File: src/rtl/approx_mul_accum_pkg.sv
// approx_acc_pkg: shared types, default widths, bias constant and the
// saturating-add helper for the approximate-multiplier MAC accumulator.
package approx_acc_pkg;

  localparam int PROD_W_DEF = 24;
  localparam int ACC_W_DEF  = 32;

  // Mean truncation error of the mul12u_* family (210944).
  localparam logic [23:0] BIAS_DEF = 24'h033800;

  typedef enum logic [1:0] {
    IDLE  = 2'd0,
    ACCUM = 2'd1,
    HOLD  = 2'd2
  } state_t;

  // Unsigned add of two w-bit operands (w <= 63) clamped to 2^w-1.
  // Result is {overflow, sum}; only the low w bits of sum are meaningful.
  function automatic logic [64:0] sat_add(input logic [63:0] a,
                                          input logic [63:0] b,
                                          input int unsigned w);
    logic [64:0] s;
    logic [63:0] max_v;
    max_v = (64'd1 << w) - 64'd1;
    s     = {1'b0, a} + {1'b0, b};
    if (s > {1'b0, max_v}) sat_add = {1'b1, max_v};
    else                   sat_add = {1'b0, s[63:0]};
  endfunction

endpackage

File: src/rtl/approx_mul_accum_if.sv
// approx_mul_accum_if: product-in / sum-out valid-ready bus of the accumulator.
// master = product source and result consumer, slave = accumulator.
interface approx_mul_accum_if #(
  parameter int PROD_W = 24,
  parameter int ACC_W  = 32,
  parameter int CNT_W  = 9
);
  logic              in_valid;
  logic              in_ready;
  logic [PROD_W-1:0] in_prod;
  logic              in_last;
  logic              out_valid;
  logic              out_ready;
  logic [ACC_W-1:0]  out_sum;
  logic [CNT_W-1:0]  out_count;
  logic              out_ovf;

  modport master (
    output in_valid, in_prod, in_last, out_ready,
    input  in_ready, out_valid, out_sum, out_count, out_ovf
  );

  modport slave (
    input  in_valid, in_prod, in_last, out_ready,
    output in_ready, out_valid, out_sum, out_count, out_ovf
  );
endinterface

File: src/rtl/approx_mul_accum_sat_add.sv
// approx_sat_add: combinational ACC_W-bit saturating adder. carry reports
// that the result is clamped, either now or because sat_in says it already was.
module approx_sat_add
  import approx_acc_pkg::*;
#(
  parameter int ACC_W = ACC_W_DEF
) (
  input  logic [ACC_W-1:0] a,
  input  logic [ACC_W-1:0] b,
  input  logic             sat_in,
  output logic [ACC_W-1:0] sum,
  output logic             carry
);

  logic [64:0] r;
  logic        unused_hi_bits;

  // Clamp on fresh overflow or when the running value is already pinned.
  always_comb begin
    r     = sat_add(64'(a), 64'(b), ACC_W);
    carry = r[64] | sat_in;
    sum   = carry ? {ACC_W{1'b1}} : r[ACC_W-1:0];
  end

  assign unused_hi_bits = ^r[63:ACC_W];

endmodule

File: src/rtl/approx_mul_accum.sv
// approx_mul_accum: sums packets of approximate-multiplier products with
// saturation and emits one result per packet over valid/ready.
// Optional build macro APPROX_ACC_BIAS_EN adds BIAS to every accepted term.
module approx_mul_accum
  import approx_acc_pkg::*;
#(
  parameter int          PROD_W    = PROD_W_DEF,
  parameter int          ACC_W     = ACC_W_DEF,
  parameter int          MAX_TERMS = 256,
  parameter int          CNT_W     = $clog2(MAX_TERMS + 1),
  parameter logic [23:0] BIAS      = BIAS_DEF
) (
  input logic               clk,
  input logic               rst_n,
  approx_mul_accum_if.slave bus
);

  state_t             state, state_nx;
  logic [ACC_W-1:0]   acc, acc_nx;
  logic [CNT_W-1:0]   cnt, cnt_nx, cnt_inc;
  logic               ovf, ovf_nx;
  logic [ACC_W-1:0]   term, sum;
  logic               term_ovf, carry;
  logic               armed, accept, close, load_out;
  logic [ACC_W-1:0]   out_sum_r;
  logic [CNT_W-1:0]   out_count_r;
  logic               out_ovf_r;

`ifdef APPROX_ACC_BIAS_EN
  logic [64:0] term_r;
  logic        unused_term_hi;

  // Bias-compensated term, clamped so a huge product cannot wrap.
  always_comb term_r = sat_add(64'(bus.in_prod), 64'(BIAS), ACC_W);

  assign term           = term_r[ACC_W-1:0];
  assign term_ovf       = term_r[64];
  assign unused_term_hi = ^term_r[63:ACC_W];
`else
  logic [23:0] unused_bias;

  assign term        = ACC_W'(bus.in_prod);
  assign term_ovf    = 1'b0;
  assign unused_bias = BIAS;
`endif

  approx_sat_add #(.ACC_W(ACC_W)) u_add (
    .a      (acc),
    .b      (term),
    .sat_in (ovf | term_ovf),
    .sum    (sum),
    .carry  (carry)
  );

  // in_ready is held low through reset and for the first clock after it.
  assign bus.in_ready = armed && (state != HOLD);
  assign accept       = bus.in_valid & bus.in_ready;
  assign cnt_inc      = cnt + 1'b1;
  assign close        = bus.in_last | (cnt_inc == CNT_W'(MAX_TERMS));

  // Next-state and accumulator update; IDLE relies on acc/cnt/ovf being zero.
  always_comb begin
    state_nx = state;
    acc_nx   = acc;
    cnt_nx   = cnt;
    ovf_nx   = ovf;
    load_out = 1'b0;
    case (state)
      IDLE, ACCUM: begin
        if (accept) begin
          acc_nx = sum;
          cnt_nx = cnt_inc;
          ovf_nx = carry;
          if (close) begin
            state_nx = HOLD;
            load_out = 1'b1;
          end else begin
            state_nx = ACCUM;
          end
        end
      end
      HOLD: begin
        if (bus.out_ready) begin
          state_nx = IDLE;
          acc_nx   = '0;
          cnt_nx   = '0;
          ovf_nx   = 1'b0;
        end
      end
      default: begin
        state_nx = IDLE;
        acc_nx   = '0;
        cnt_nx   = '0;
        ovf_nx   = 1'b0;
      end
    endcase
  end

  // State, accumulator and ready-enable registers.
  always_ff @(posedge clk or negedge rst_n) begin
    if (!rst_n) begin
      state <= IDLE;
      acc   <= '0;
      cnt   <= '0;
      ovf   <= 1'b0;
      armed <= 1'b0;
    end else begin
      state <= state_nx;
      acc   <= acc_nx;
      cnt   <= cnt_nx;
      ovf   <= ovf_nx;
      armed <= 1'b1;
    end
  end

  // Result registers capture the closing beat and hold until the next close.
  always_ff @(posedge clk or negedge rst_n) begin
    if (!rst_n) begin
      out_sum_r   <= '0;
      out_count_r <= '0;
      out_ovf_r   <= 1'b0;
    end else if (load_out) begin
      out_sum_r   <= sum;
      out_count_r <= cnt_inc;
      out_ovf_r   <= carry;
    end
  end

  assign bus.out_valid = (state == HOLD);
  assign bus.out_sum   = out_sum_r;
  assign bus.out_count = out_count_r;
  assign bus.out_ovf   = out_ovf_r;

endmodule

File: src/flat_wrapper.sv
// flat-port wrapper written by rule: the top's interface ports become plain ports
module approx_mul_accum_flat import approx_acc_pkg::*;
#(
  parameter int          PROD_W    = PROD_W_DEF,
  parameter int          ACC_W     = ACC_W_DEF,
  parameter int          MAX_TERMS = 256,
  parameter int          CNT_W     = $clog2(MAX_TERMS + 1),
  parameter logic [23:0] BIAS      = BIAS_DEF
)
  (clk, rst_n, bus_in_valid, bus_in_prod, bus_in_last, bus_out_ready, bus_in_ready, bus_out_valid, bus_out_sum, bus_out_count, bus_out_ovf);
  approx_mul_accum_if #(.PROD_W(PROD_W), .ACC_W(ACC_W), .CNT_W(CNT_W)) bus_i ();
  input logic clk;
  input logic rst_n;
  input wire logic [$bits(bus_i.in_valid)-1:0] bus_in_valid;
  input wire logic [$bits(bus_i.in_prod)-1:0] bus_in_prod;
  input wire logic [$bits(bus_i.in_last)-1:0] bus_in_last;
  input wire logic [$bits(bus_i.out_ready)-1:0] bus_out_ready;
  output wire logic [$bits(bus_i.in_ready)-1:0] bus_in_ready;
  output wire logic [$bits(bus_i.out_valid)-1:0] bus_out_valid;
  output wire logic [$bits(bus_i.out_sum)-1:0] bus_out_sum;
  output wire logic [$bits(bus_i.out_count)-1:0] bus_out_count;
  output wire logic [$bits(bus_i.out_ovf)-1:0] bus_out_ovf;
  assign bus_i.in_valid = bus_in_valid;
  assign bus_i.in_prod = bus_in_prod;
  assign bus_i.in_last = bus_in_last;
  assign bus_i.out_ready = bus_out_ready;
  assign bus_in_ready = bus_i.in_ready;
  assign bus_out_valid = bus_i.out_valid;
  assign bus_out_sum = bus_i.out_sum;
  assign bus_out_count = bus_i.out_count;
  assign bus_out_ovf = bus_i.out_ovf;
  approx_mul_accum #(.PROD_W(PROD_W), .ACC_W(ACC_W), .MAX_TERMS(MAX_TERMS), .CNT_W(CNT_W), .BIAS(BIAS)) u_core (.clk(clk), .rst_n(rst_n), .bus(bus_i));
endmodule
File: config.mk
export PLATFORM = sky130hd
export DESIGN_NAME = approx_mul_accum_flat
export DESIGN_NICKNAME = d
export VERILOG_FILES = /design/src/rtl/approx_mul_accum_pkg.sv /design/src/rtl/approx_mul_accum_if.sv /design/src/rtl/approx_mul_accum_sat_add.sv /design/src/rtl/approx_mul_accum.sv /design/src/flat_wrapper.sv
export SDC_FILE = /design/constraint.sdc
export NUM_CORES = 1
export LEC_CHECK = 0
export ABC_CLOCK_PERIOD_IN_PS = 5600
export BUFFER_PORTS_ARGS = -buffer_cell sky130_fd_sc_hd__buf_2
export CAP_MARGIN = 0
export CORE_MARGIN = 2
export CORE_UTILIZATION = 45
export CTS_BUF_LIST = sky130_fd_sc_hd__clkbuf_8
export DETAILED_ROUTE_END_ITERATION = 12
export PLACE_DENSITY = 0.67
export SETUP_SLACK_MARGIN = 0.3
export SLEW_MARGIN = 20
export SYNTH_ARGS = -nofsm -noshare
export SYNTH_HDL_FRONTEND = slang
export SYNTH_HIERARCHICAL = 1
export SYNTH_SLANG_ARGS = --single-unit
File: constraint.sdc
create_clock -name clk -period 5.6 [get_ports clk]
set_input_delay 1.12 -clock clk [delete_from_list [all_inputs] [get_ports clk]]
set_output_delay 1.12 -clock clk [all_outputs]
set_load 0.01 [all_outputs]
# Word level (Yosys, flattened, before mapping)
# Index checks and enable logic that the tools add are counted.
# totals
register_bits,87
in_bits,29
output_inout_bits,44
# classes
n_addsub,2
n_lt_le_gt_ge,1
n_eq_ne,6
muxes,18
bitwise,3
n_reduce_logical,4
# ops
op,count
32-bit two-way mux,3
"65-bit by 32-bit greater-than comparator with 1-bit output, second input constant",1
65-bit two-way mux,1
32-bit one-hot mux with 2 select lines,1
32-bit by 24-bit adder with 33-bit output,1
9-bit two-way mux,2
9-bit one-hot mux with 2 select lines,1
"9-bit by 1-bit adder with 9-bit output, second input constant",1
"9-bit == test, second input constant",1
2-bit two-way mux,3
1-bit two-way mux,5
"2-bit != test, second input constant",2
2-bit one-hot mux with 2 select lines,1
"2-bit by 1-bit == test with 1-bit output, second input constant",1
"2-bit == test, second input constant",1
2-bit logical NOT,1
"2-bit by 1-bit != test with 1-bit output, second input constant",1
1-bit bitwise OR,2
1-bit one-hot mux with 2 select lines,1
2-bit AND reduction,1
2-bit OR reduction,1
1-bit AND,1
1-bit logical AND,1

# Longest topological paths before layout
# Gate-level depths: netlist of the first run.
# logic_depth
ltp_word,7
ltp_mapped,13

# Hierarchy
# The synthesis of the first run kept the hierarchy.
# by_module_without_submodules
mod,n_inst,cells_per_inst,area_each_um2
approx_mul_accum,1,306,3403.3
approx_sat_add,1,291,1989.4

# Worst setup path before layout of the first run
# OpenSTA, ideal clock, no wires.
# synth_timing
path_kind,input to register
startpoint,input bus_in_prod[0]
endpoint,register u_core.out_sum_r[30] (netlist: u_core/bus.out_sum[30])
setup_time_ps,78
t_arrival_ps,3110
required_ps,5522
slack_ps,2412
stages,13
path_buffers,0
path_cell_list,ha_1 -> inv_1 -> fa_1 -> nor2b_1 -> o31a_1 -> o211ai_1 -> nand4_1 -> o311ai_1 -> o2111ai_1 -> o211ai_1 -> mux2i_1 -> nand2_1 -> o2bb2ai_1
# synth_via
elab_chain_cells,5
# synth_rtl
item,line,source
"start, declared",flat_wrapper.sv:15,input wire logic [$bits(bus_i.in_prod)-1:0] bus_in_prod;
32-bit by 24-bit adder with 33-bit output *,approx_mul_accum_pkg.sv:25,"s = {1'b0, a} + {1'b0, b};"
65-bit by 32-bit greater-than comparator with 1-bit output,approx_mul_accum_pkg.sv:26,"if (s > {1'b0, max_v}) sat_add = {1'b1, max_v};"
65-bit two-way mux *,approx_mul_accum_pkg.sv:26,
1-bit bitwise OR,approx_mul_accum_sat_add.sv:21,carry = r[64] | sat_in;
32-bit two-way mux *,approx_mul_accum_sat_add.sv:22,sum = carry ? {ACC_W{1'b1}} : r[ACC_W-1:0];
via u_core.sum[30],approx_mul_accum.sv:22,"logic [ACC_W-1:0] term, sum;"
"end signal, assigned",approx_mul_accum.sv:123,out_sum_r <= sum;
"end, declared",approx_mul_accum.sv:25,logic [ACC_W-1:0] out_sum_r;
# The timed path passes the listed nets; every way through them passes the cells marked *.
# A chain may end at the register's enable or synchronous reset.

# Final worst setup path of the first run
# layout_timing
startpoint,input bus_in_prod[0]
endpoint,register u_core.out_sum_r[14] (netlist: u_core/bus.out_sum[14])
# Same word-level chain as after synthesis.

==> results.tsv, run 1 <==
metric	value	unit
io_buffers	72	
clk_latency	0.38	ns
dp_cells	787	
cts.sinks	87	
ys_async_sr_fraction	100	%
clock-skew-final	0.0103	ns
cts_resized	0	
powerDensity	547	nW/um^2
arrival	3.80	ns
drt-total-wl	12.5	mm
slew_headroom	23.9	%
boundaryPins	73	
outcome	finished, final reports clean	
hold_viol_final	0	
synth_edf_count	0	
rsz0062_at_grt	no	
hold_ws	0.488	ns
grt_max_degree	53	
grt.total_usage	20.6	%
die_h	113	um
r2r_slack	2.46	ns
initial_core_util	46.6	%
cap_violations	0	
fin_cells	803	
drive_above_1_share	18.5	%
diodes	0	
antenna_found_initial	0	
ys.flop_type	dfrtp_1	
synth_seq_cells	87	
die-width	113	um
drc	0	
fin_tns_setup	0	ns
drtIter0Drc	275	
holdBufCountCts	0	
grt_pass1_vias	4420	
overflow	0	
htree_levels	3	
vias	4486	
tritoncts	yes	
grt_pass1_wl	21.3	mm
worstMarginPinSlew	1.14	ns
cts_buffers	9	
fin_crit	3.55	ns
coreArea	11600	um^2
synth_area	5390	um^2
final_util	52.2	%
finalSetupViolCount	0	
synthToLayoutAreaGrowth	11.9	%
cp.required	5.86	ns
period_share	63.3	%
drv_slew	0	
post_cts_buffers	0	
critPathMaxFanout	16	
synth-seq-area-share	40.4	%
critPathKind	in -> reg	
drtPass1Iterations	5	
layout.nets	718	
wl_per_cell	15.6	um
cts_root_buffer	clkbuf_8	
die_area	12900	um^2
fmax	0.282	GHz
p_leak	0.00301	uW
num_rows	39	
gp_congestion	0.917	
synth_cells	597	
routed_via_density	5.59	
synth_area_per_cell	9.03	um^2
yosysUniqueCellTypes	72	
hold_path.class	reg -> reg	
ant_nets	0	
clk_pin_slew	0.09	ns
ir_drop	234	uV
clockBufferDepth	2	
crit_path_start_kind	input pin	
hpwl	9.02	mm
end_kind	flop	
p_total	3300	uW
ys_warn_count	6	
==> cells by family after synthesis <==
kind of cell | synth area share, %
multiplexers | 1.90
flip-flops | 40.4
AND/OR/NAND/NOR | 18.4
adder cells (fa/ha/maj) | 8.03
other | 0.139
AO/OA/AOI/OAI | 21.5
XOR/XNOR | 4.87
buffers and inverters | 4.83
==> worst max-delay path: stages <==
cell and delay, ns:
buf_2 0.10, ha_1 0.22, inv_1 0.08, fa_1 0.18
nor2b_1 0.07, o31a_1 0.29, o211ai_1 0.31, nand4_1 0.21
a31oi_2 0.62, buf_4 0.36, nand2_1 0.07, nand2_1 0.08
o2bb2ai_1 0.09
==> sequential cells by signal (all words and copies together), names as in the netlist <==
name / flops
u_core/bus.out_count: 9
u_core/ovf: 1
u_core/state: 2
u_core/cnt: 9
u_core/bus.out_sum: 32
u_core/acc: 32
u_core/armed: 1
u_core/bus.out_ovf: 1
==> layout by cell type, fill, tap and decap left out, types with 4 or more instances in the layout <==
cell type and instances:
nor2_1 19, conb_1 9, dfrtp_1 87, o211ai_1 5, o21a_1 5, buf_2 71, inv_1 15, a211oi_1 5
xnor2_1 15, ha_1 33, buf_4 8, nand4_1 13, clkbuf_8 9, o21ai_0 23, xor2_1 15, a21oi_1 25
mux2_2 6, a22o_1 4, nand3_1 10, o2bb2ai_1 34, nand2_1 155, a21o_1 15
==> routing by layer <==
| metal | track usage (%) | wire [um] | part of all wire (%) |
|---|---|---|---|
| met5 | 0 | 0 | 0 |
| met1 | 28.0 | 5840 | 47 |
| met3 | 4.89 | 593 | 4.7 |
| met4 | 6.67 | 173 | 1.4 |
| met2 | 32.6 | 5880 | 47 |
==> synth_stat cells (3+ instances only) <==
cell type / n / share of area (%)
o21ai_0: 23 / 2.1
o21ai_1: 3 / 0.28
clkbuf_1: 19 / 1.3
o2bb2ai_1: 34 / 5.5
nand3_1: 10 / 0.93
nand4_1: 13 / 1.5
buf_6: 4 / 0.84
a21o_1: 15 / 2.1
o21ai_2: 3 / 0.49
o221ai_1: 3 / 0.49
nand2b_1: 3 / 0.35
o211ai_1: 5 / 0.70
xor2_1: 15 / 2.4
o21a_1: 5 / 0.70
o21bai_1: 3 / 0.42
buf_4: 3 / 0.42
nor3_1: 4 / 0.37
xnor2_1: 15 / 2.4
nor4_1: 3 / 0.35
a31oi_1: 3 / 0.35
a211oi_1: 5 / 0.70
a22o_1: 4 / 0.65
dfrtp_1: 87 / 40
inv_1: 15 / 1.0
nor2_1: 20 / 1.4
mux2_2: 6 / 1.3
nand2_1: 155 / 11
ha_1: 33 / 7.7
a21oi_1: 25 / 2.3
buf_2: 11 / 1.0
==> layout make-up <==
| class | count | area, um^2 |
|---|---|---|
| Fill cell | 1065 | 5530 |
| Tap cell | 143 | 179 |
| Timing Repair Buffer | 79 | 415 |
| Sequential cell | 87 | 2180 |
| Multi-Input combinational cell | 463 | 3000 |
| Clock inverter | 7 | 87.6 |
| Clock buffer | 9 | 124 |
| Inverter | 15 | 56.3 |
==> path summary, 6_finish.rpt <==
kind                                         from                      to  depth (start not counted)
max in group asynchronous                   rst_n           u_core/acc[7]                          2
hold / removal             u_core/bus.out_sum[13]  u_core/bus.out_sum[13]                          1
setup reg to reg                    u_core/acc[0]  u_core/bus.out_sum[14]                         12
setup / recovery                   bus_in_prod[0]  u_core/bus.out_sum[14]                         13
min in group asynchronous                   rst_n  u_core/bus.out_sum[10]                          1
hold reg to reg            u_core/bus.out_sum[13]  u_core/bus.out_sum[13]                          1
==> power breakdown <==
part / internal [uW] / total, uW / switching (uW) / leakage, uW
clock network: 217 / 468 / 251 / 0.000108
registers: 877 / 1030 / 156 / 0.00108
logic: 759 / 1800 / 1040 / 0.00182
total: 1850 / 3300 / 1450 / 0.00301
==> per-stage QoR <==
step,area (um^2),worst slack [ns]
after floorplan,5420,2.41
after global placement,5830,1.75
after detailed placement,5830,1.66
after CTS,6040,2.07
after global routing,6040,1.77
final,6040,2.05
Power figures use the tool's default switching activity.
==> inputs of run 2 (changes only) <==
--- a/config.mk
+++ b/config.mk
@@ -5,7 +5,7 @@
 export SDC_FILE = /design/constraint.sdc
 export NUM_CORES = 1
 export LEC_CHECK = 0
-export ABC_CLOCK_PERIOD_IN_PS = 5600
+export ABC_CLOCK_PERIOD_IN_PS = 3300
 export BUFFER_PORTS_ARGS = -buffer_cell sky130_fd_sc_hd__buf_2
 export CAP_MARGIN = 0
 export CORE_MARGIN = 2
==> constraint.sdc (replaced) <==
create_clock -name clk -period 3.3 [get_ports clk]
set_input_delay 0.66 -clock clk [delete_from_list [all_inputs] [get_ports clk]]
set_output_delay 0.66 -clock clk [all_outputs]
set_load 0.01 [all_outputs]
==> results.tsv, run 2 (same netlist as run 1, synthesis figures left out) <==
metric	value	unit
outcome	finished, final reports clean	
io_buffers	72	
cts_root_buffer	clkbuf_8	
hpwl	9.00	mm
cp_cell_sequence	ha_1, inv_1, fa_1, nor2b_1, o31a_1, o21ai_1, o21ba_2, o211ai_1, a31oi_1, xor2_1, nand2_1, nand2_1, o2bb2ai_1	
fmax	0.353	GHz
vias	4483	
drv_slew	0	
die_h	113	um
r2r_slack	0.46	ns
cts_buffers	9	
tritoncts	yes	
drc	0	
overflow	0	
fin_crit	2.84	ns
hold_path.class	in -> async	
period_share	86.0	%
arrival	3.08	ns
clock-skew-final	0.0166	ns
routed_via_density	5.54	
htree_levels	3	
ant_nets	0	
post_cts_buffers	0	
startpoint	u_core/acc[0]	
boundaryPins	73	
use_met3	5.63	%
crit_family	compound AO/OA/AOI/OAI gates	
num_rows	39	
final_cell_mix	nand2_1 (155), dfrtp_1 (87), buf_2 (71), o2bb2ai_1 (34), ha_1 (33)	
die-width	113	um
drtIter0Drc	214	
dpl_cell_area	5890	um^2
clk_latency	0.39	ns
layout.nets	724	
nFillCells	1067	
grt_pass1_wl	21.7	mm
p_leak	0.00303	uW
rr_startpoint	u_core/acc[0]	
fin_tns_setup	0	ns
layout_commonest_cell	nand2_1	
grt_pass1_vias	4678	
drive_above_1_share	18.9	%
clk_pin_slew	0.09	ns
diodes	0	
powerDensity	919	nW/um^2
ir_drop	327	uV
die_area	12900	um^2
initial_core_util	46.6	%
end_kind	flop	
grt.total_usage	20.9	%
grt_max_degree	48	
finalSetupViolCount	0	
crit_path_start_kind	flop	
worstMarginPinSlew	0.894	ns
clockBufferDepth	2	
rsz0062_at_grt	no	
hold_viol_final	0	
slowest_stage	fa_1	
crit_path_frequent_cell	nand2_1	
coreArea	11600	um^2
max_stage_delay	0.38	ns
antenna_found_initial	0	
grt_use_met1	27.1	%
gp_congestion	0.913	
cap_violations	0	
drtPass1Iterations	4	
drt-total-wl	12.3	mm
grt_util_met2	33.3	%
worst-path-buf-inv	1	
slew_headroom	39.8	%
critPathKind	reg -> reg	
synthToLayoutAreaGrowth	12.7	%
cts.sinks	87	
cp.required	3.54	ns
stdcell_area	6080	um^2
busiest_layer	met2	
critPathMaxFanout	4	
wl_per_cell	15.2	um
## run 2: cell count changes in the layout (fill, tap and decap cells not counted), moves of 2 or more
| cell | previous run | this run |
|---|---|---|
| inv_1 | 15 | 17 |
| clkinvlp_4 | 0 | 2 |
| inv_8 | 2 | 0 |
| inv_6 | 2 | 0 |
| buf_4 | 8 | 13 |
## run 2: report_power, final
part           total, uW  switching (uW)  leakage [uW]  internal [uW]
logic               3110            1770       0.00186           1340
registers           1740             253       0.00108           1490
clock network        733             389     0.0000978            344
total               5590            2420       0.00303           3170
## run 2: per-layer routing
layer / vias to the layer above / share of wire [%]
met5: - / 0
met4: 0 / 2.1
met3: 17 / 5.0
met2: 92 / 46
met1: 2139 / 47
li1: 2235 / -
## run 2: final cells by class
type	instances	area (um^2)	share of cell area [%]
clock buffers	9	124	2.04
clock inverters	7	66.3	1.09
inverters	15	56.3	0.926
multi-input cells	463	3000	49.4
flip-flops and latches	87	2180	35.8
well taps	143	179	2.94
repair buffers	85	473	7.78
## run 2: path summary, 6_finish.rpt
check | endpoint | cells after the start
max | u_core/bus.out_sum[18] | 13
min | u_core/acc[9] | 1
max reg2reg | u_core/bus.out_sum[18] | 13
min reg2reg | u_core/bus.out_sum[13] | 1
max in group asynchronous | u_core/acc[27] | 2
min in group clk | u_core/bus.out_sum[13] | 1
## run 2: worst reg2reg max path, delay by kind of cell, from the launching register on
family / cells / cell delay [ns]
AOI/OAI and AO/OA: 6 / 1.09
adders and majority gates: 2 / 0.60
and+or+nand+nor: 3 / 0.38
DFF: 1 / 0.37
xor gates and xnor gates: 1 / 0.17
buffers and inverters: 1 / 0.08
## run 2: metrics by stage
| stage | utilization (%) | total power, uW | worst slack [ns] | cells | hold WS (ns) |
|---|---|---|---|---|---|
| floorplan | - | 4100 | 0.572 | 604 | 0.364 |
| global placement | 50.9 | 4800 | 0.238 | 793 | 0.465 |
| detailed placement | 50.9 | 4830 | 0.142 | 793 | 0.468 |
| CTS | 52.6 | 5600 | 0.507 | 809 | 0.253 |
| global route | 52.6 | 6110 | 0.302 | 809 | 0.270 |
| finish | 52.6 | 5590 | 0.464 | 809 | 0.242 |
## run 2: repair_timing
item                                    CTS  global route
hold buffers                              0             0
resized for setup                         0             1
endpoints found under the setup margin    0             1
